--- config.mk ---
export PLATFORM = sky130hd
export DESIGN_NAME = buffer_double_ctrl
export DESIGN_NICKNAME = d
export VERILOG_FILES = /design/src/rtl/buffer_double_ctrl.sv
export SDC_FILE = /design/constraint.sdc
export NUM_CORES = 1
export LEC_CHECK = 0
export BUFFER_PORTS_ARGS = -buffer_cell sky130_fd_sc_hd__buf_2
export CAP_MARGIN = 20
export CELL_PAD_IN_SITES_DETAIL_PLACEMENT = 0
export CELL_PAD_IN_SITES_GLOBAL_PLACEMENT = 2
export CORE_ASPECT_RATIO = 0.7
export CORE_MARGIN = 3
export CORE_UTILIZATION = 36
export CTS_CLUSTER_SIZE = 14
export DETAILED_ROUTE_END_ITERATION = 10
export PLACE_DENSITY_LB_ADDON = 0.05
export SLEW_MARGIN = 20
export SYNTH_ARGS = -nofsm -noshare
export SYNTH_HDL_FRONTEND = slang
export SYNTH_SLANG_ARGS = --single-unit
--- constraint.sdc ---
create_clock -name clk -period 4.4 [get_ports clk]
set_input_delay 0.88 -clock clk [delete_from_list [all_inputs] [get_ports clk]]
set_output_delay 0.88 -clock clk [all_outputs]
set_load 0.02 [all_outputs]
--- src/rtl/buffer_double_ctrl.sv ---
// buffer_double_ctrl: ping-pong accumulation bank controller.
// One bank accumulates incoming beats while the other holds the last
// completed window for the consumer. The banks swap at the end of every window.
// Optional build macro BUFFER_DOUBLE_CTRL_OVRUN_EN: when it is defined, a window
// that completes while the other bank is still unread overwrites that bank
// instead of stalling, and the sticky oOverrun flag records the overwrite.
//
// state | meaning
// IDLE  | waiting for a start with a non-zero window length
// CLR   | clearing the accumulating bank before the first window
// ACC   | accepting beats into bank oAccSel
// WAIT  | window done but previous result still unread; input stalled
// SWAP  | banks exchanged, result announced, new bank cleared unless stopping
module buffer_double_ctrl #(
    parameter int CWID = 8
) (
    input  logic            clk,
    input  logic            rst,
    input  logic            iStart,
    input  logic [CWID-1:0] iLen,
    input  logic            iStop,
    input  logic            iValid,
    input  logic            iRdAck,
    output logic            oAccSel,
    output logic            oClear,
    output logic            oInReady,
    output logic            oDone,
    output logic            oDoneBank,
    output logic            oPending,
    output logic            oBusy,
    output logic [CWID-1:0] oWinCnt
`ifdef BUFFER_DOUBLE_CTRL_OVRUN_EN
    ,
    output logic            oOverrun
`endif
);

`ifdef BUFFER_DOUBLE_CTRL_OVRUN_EN
    localparam bit OVRUN_EN = 1'b1;
`else
    localparam bit OVRUN_EN = 1'b0;
`endif

    typedef enum logic [2:0] {
        ST_IDLE,
        ST_CLR,
        ST_ACC,
        ST_WAIT,
        ST_SWAP
    } state_t;

    state_t          state_q, state_d;
    logic            acc_sel_q, acc_sel_d;
    logic            done_bank_q, done_bank_d;
    logic            pending_q, pending_d;
    logic            stop_q, stop_d;
    logic [CWID-1:0] len_q, len_d;
    logic [CWID-1:0] win_cnt_q, win_cnt_d;

    logic start_ok;
    logic beat;
    logic last_beat;
    logic to_swap;

    assign start_ok  = (state_q == ST_IDLE) && iStart && (iLen != '0);
    assign beat      = (state_q == ST_ACC) && iValid;
    assign last_beat = beat && (win_cnt_q == len_q - CWID'(1));
    // A finished window may swap unless the other bank is still unread;
    // an ack arriving in the same cycle frees that bank just in time.
    assign to_swap   = ((state_q == ST_ACC) && last_beat && (!pending_q || iRdAck || OVRUN_EN))
                    || ((state_q == ST_WAIT) && iRdAck);

    // State and datapath registers; reset discards any window in flight
    always_ff @(posedge clk or posedge rst) begin
        if (rst) begin
            state_q     <= ST_IDLE;
            acc_sel_q   <= 1'b0;
            done_bank_q <= 1'b0;
            pending_q   <= 1'b0;
            stop_q      <= 1'b0;
            len_q       <= '0;
            win_cnt_q   <= '0;
        end else begin
            state_q     <= state_d;
            acc_sel_q   <= acc_sel_d;
            done_bank_q <= done_bank_d;
            pending_q   <= pending_d;
            stop_q      <= stop_d;
            len_q       <= len_d;
            win_cnt_q   <= win_cnt_d;
        end
    end

    // Next-state and register-update decode
    always_comb begin
        state_d     = state_q;
        acc_sel_d   = acc_sel_q;
        done_bank_d = done_bank_q;
        pending_d   = pending_q;
        stop_d      = stop_q;
        len_d       = len_q;
        win_cnt_d   = win_cnt_q;

        if ((state_q != ST_IDLE) && iStop) begin
            stop_d = 1'b1;
        end
        // During SWAP the pending flag describes the result just produced,
        // so an ack there cannot refer to it.
        if (iRdAck && (state_q != ST_SWAP)) begin
            pending_d = 1'b0;
        end

        case (state_q)
            ST_IDLE: begin
                if (start_ok) begin
                    state_d   = ST_CLR;
                    len_d     = iLen;
                    stop_d    = 1'b0;
                    win_cnt_d = '0;
                end
            end
            ST_CLR: begin
                state_d   = ST_ACC;
                win_cnt_d = '0;
            end
            ST_ACC: begin
                if (last_beat) begin
                    // Hold the count at len-1 while stalled.
                    if (!to_swap) begin
                        state_d = ST_WAIT;
                    end
                end else if (beat) begin
                    win_cnt_d = win_cnt_q + CWID'(1);
                end
            end
            ST_WAIT: begin
                state_d = ST_WAIT;
            end
            ST_SWAP: begin
                win_cnt_d = '0;
                if (stop_q) begin
                    state_d = ST_IDLE;
                    stop_d  = 1'b0;
                end else begin
                    state_d = ST_ACC;
                end
            end
            default: begin
                state_d = ST_IDLE;
            end
        endcase

        if (to_swap) begin
            state_d     = ST_SWAP;
            acc_sel_d   = ~acc_sel_q;
            done_bank_d = acc_sel_q;
            pending_d   = 1'b1;
            win_cnt_d   = '0;
        end
    end

`ifdef BUFFER_DOUBLE_CTRL_OVRUN_EN
    logic overrun_q;

    // Sticky overwrite flag: set when an unread bank is overwritten,
    // cleared only by the next accepted start
    always_ff @(posedge clk or posedge rst) begin
        if (rst) begin
            overrun_q <= 1'b0;
        end else if (start_ok) begin
            overrun_q <= 1'b0;
        end else if (to_swap && pending_q && !iRdAck) begin
            overrun_q <= 1'b1;
        end
    end

    assign oOverrun = overrun_q;
`endif

    assign oAccSel   = acc_sel_q;
    assign oClear    = (state_q == ST_CLR) || ((state_q == ST_SWAP) && !stop_q);
    assign oInReady  = (state_q == ST_ACC);
    assign oDone     = (state_q == ST_SWAP);
    assign oDoneBank = done_bank_q;
    assign oPending  = pending_q;
    assign oBusy     = (state_q != ST_IDLE);
    assign oWinCnt   = win_cnt_q;

endmodule

==> out/metrics.cfg <==
[clocking]
cts_buffer_depth=2
hold_buffers=0
clk_pin_slew_worst_paths_ps=80
cts_setup_buffers=0
cts_root_buf=clkbuf_8
htreeDepth=1
clkSinkCount=23
cts_made_buffers=3
cts_tree=done
worstSkewPairLatency_ps=260
ctsResizeCount=0

[timing]
tns_ps=0
finalCritPeriodShare_pct=57.9
finalSetupViolations=0
finalCriticalPeriod_ps=2550
skew_ps=7.56
slew_viol_final=0
rsz0062_at_grt=false
worst_pin_slew_ps=920
slew_headroom_pct=38.6
fin_ws_ps=1850
hold_viol=0
fmax_mhz=392

[critical_path]
path_class=reg2reg
end_kind=flop
crit_required_ps=4550
r2r_setup_slack_ps=1850
startpoint_type=flop
critical_path_buf_inv_count=0
crit_arrival_ps=2700
slowest_delay_ps=540
worst-path-max-fanout=15
worstPathCellList=nor3_1, and3_1, a21oi_1, a221o_2, a221o_1
crit_family=simple AND/OR/NAND/NOR gates
cpMaxStageDelayCell=dfrtp_1

[placement]
place.gp.congestion=0.735
portBuffers=28
place_ws_ps=1790
dp_hpwl_um=2890

[grt]
met2_usage_pct=24.3
antenna_found_initial=0
grt.total_usage_pct=15.8
overflow=0
gr-max-usage-layer=met2
grt_pass1_vias=1225
grt_max_degree=24
met3_usage_pct=4.61
grt_first_pass_wirelength_um=6250
met1_usage_pct=22.2

[floorplan]
rows=19
fp.dieW_um=84.3
die_area_um2=5120
core-area_um2=4020
die_h_um=60.8
start_util_pct=38.4
pin_count=29

[logic_synthesis]
syn-mean-instance-area_um2=9.03
synth_ff_type=dfrtp_1
synth.cell_area_um2=1540
synth_top_area_share_pct=37.3
syn-num-nets=187
yosysMostFrequentCell=dfrtp_1
netlist_top_cells_count=dfrtp_1 (23), nand2_1 (16), nor2_1 (15), inv_1 (13)
synthArstFlopShare_pct=100
ys_ff_latch=23
synth_cell_types=47
ys_top_cells_by_area=dfrtp_1 (37%), nand2_1 (3.9%), nor2_1 (3.6%), xor2_1 (3.4%), inv_1 (3.2%)
syn_inst=171
ys_seq_area_share_pct=37.3
synth_enable_flop_cells=0
synth_top_area_cell=dfrtp_1
synth_warnings=0

[cells_and_area]
area_delta_synth_final_pct=12.7
fin_nets=211
n_antenna_cell=0
drive_gt1_share_pct=23.2

[route]
routed_via_density=5.23
firstDrtPassIters=4
ant_nets=0
vias=1286
drc_errors=0
drt_iter0_markers=97
drt-wirelength-per-cell_um=15.5
wirelength_um=3810

[pwr]
vdd_ir_drop_max_mv=0.285
leakagePower_nw=0.820
finalPower_mw=1.14
powerDensity_nw_per_um2=655

[status]
status=complete, no violations

[worst_hold_path]
hold_class=reg2reg

[flow_run]
max_cap_violations=0

-- worst reg2reg max path: stages (launching register included) --
cell and delay, ps:
dfrtp_1 540, nor3_1 450, and3_1 530, a21oi_1 120, a221o_2 450, a221o_1 350
-- where the power goes --
part           switching [mW]  internal (mW)  total (mW)
logic                   0.324          0.259       0.583
clock network          0.0642         0.0646       0.129
registers               0.140          0.287       0.427
total                   0.529          0.610        1.14
-- routing by layer --
layer,vias up,wire length [µm],part of all wire (%)
met5,-,0,0
met4,0,18,0.47
met3,2,171,4.5
met2,23,1590,42
met1,605,2030,53
li1,656,-,-
-- cell families after synthesis --
kind of cell	share of synthesized area (%)
xor+xnor	6.24
buf+inv	6.65
fa+ha+maj	1.62
simple gates	20.9
flops	37.3
compound gates	22.1
mux	5.19
-- through the flow --
| step | util, % | hold WS [ps] | cells | instance area [µm²] |
|---|---|---|---|---|
| floorplan | - | 499 | 171 | 1540 |
| global placement | 42.2 | 476 | 242 | 1700 |
| detailed placement | 42.2 | 487 | 242 | 1700 |
| CTS | 43.3 | 503 | 246 | 1740 |
| global route | 43.3 | 528 | 246 | 1740 |
| finish | 43.3 | 500 | 246 | 1740 |
-- path summary, 6_finish.rpt --
| kind | start | end | depth (start not counted) |
|---|---|---|---|
| worst min-delay path | oAccSel | oAccSel | 1 |
| min in group asynchronous | rst | oWinCnt[7] | 2 |
| worst max register to register | state_q[2] | oWinCnt[7] | 5 |
| max in group asynchronous | rst | len_q[0] | 2 |
| worst max-delay path | state_q[2] | oWinCnt[7] | 5 |
| worst min register to register | oAccSel | oAccSel | 1 |
-- layout by cell type, fill, tap and decap left out, types with 3 or more instances in the layout --
| cell type | count |
|---|---|
| buf_2 | 28 |
| dfrtp_1 | 23 |
| nand2_1 | 16 |
| nor2_1 | 15 |
| inv_1 | 13 |
| o21ai_0 | 8 |
| nand3_1 | 8 |
| nor3_1 | 6 |
| xor2_1 | 6 |
| xnor2_1 | 5 |
| and3_1 | 5 |
| a21oi_1 | 4 |
| mux2_2 | 4 |
| and2_1 | 4 |
| o21ai_1 | 3 |
| a31oi_1 | 3 |
| o21a_1 | 3 |
| clkbuf_8 | 3 |
-- flip-flops by register name, indices dropped and copies added, names as in the netlist --
name       count
len_q          8
stop_q         1
oDoneBank      1
oWinCnt        8
state_q        3
oAccSel        1
oPending       1
-- layout make-up --
| cell class | count | area (µm²) |
|---|---|---|
| repair buffers | 28 | 140 |
| flip-flops and latches | 23 | 576 |
| fillers | 407 | 2280 |
| multi-input cells | 126 | 866 |
| well taps | 52 | 65.1 |
| clock buffers | 4 | 45.0 |
| inverters | 13 | 48.8 |
(Power assumes the default switching activity.)
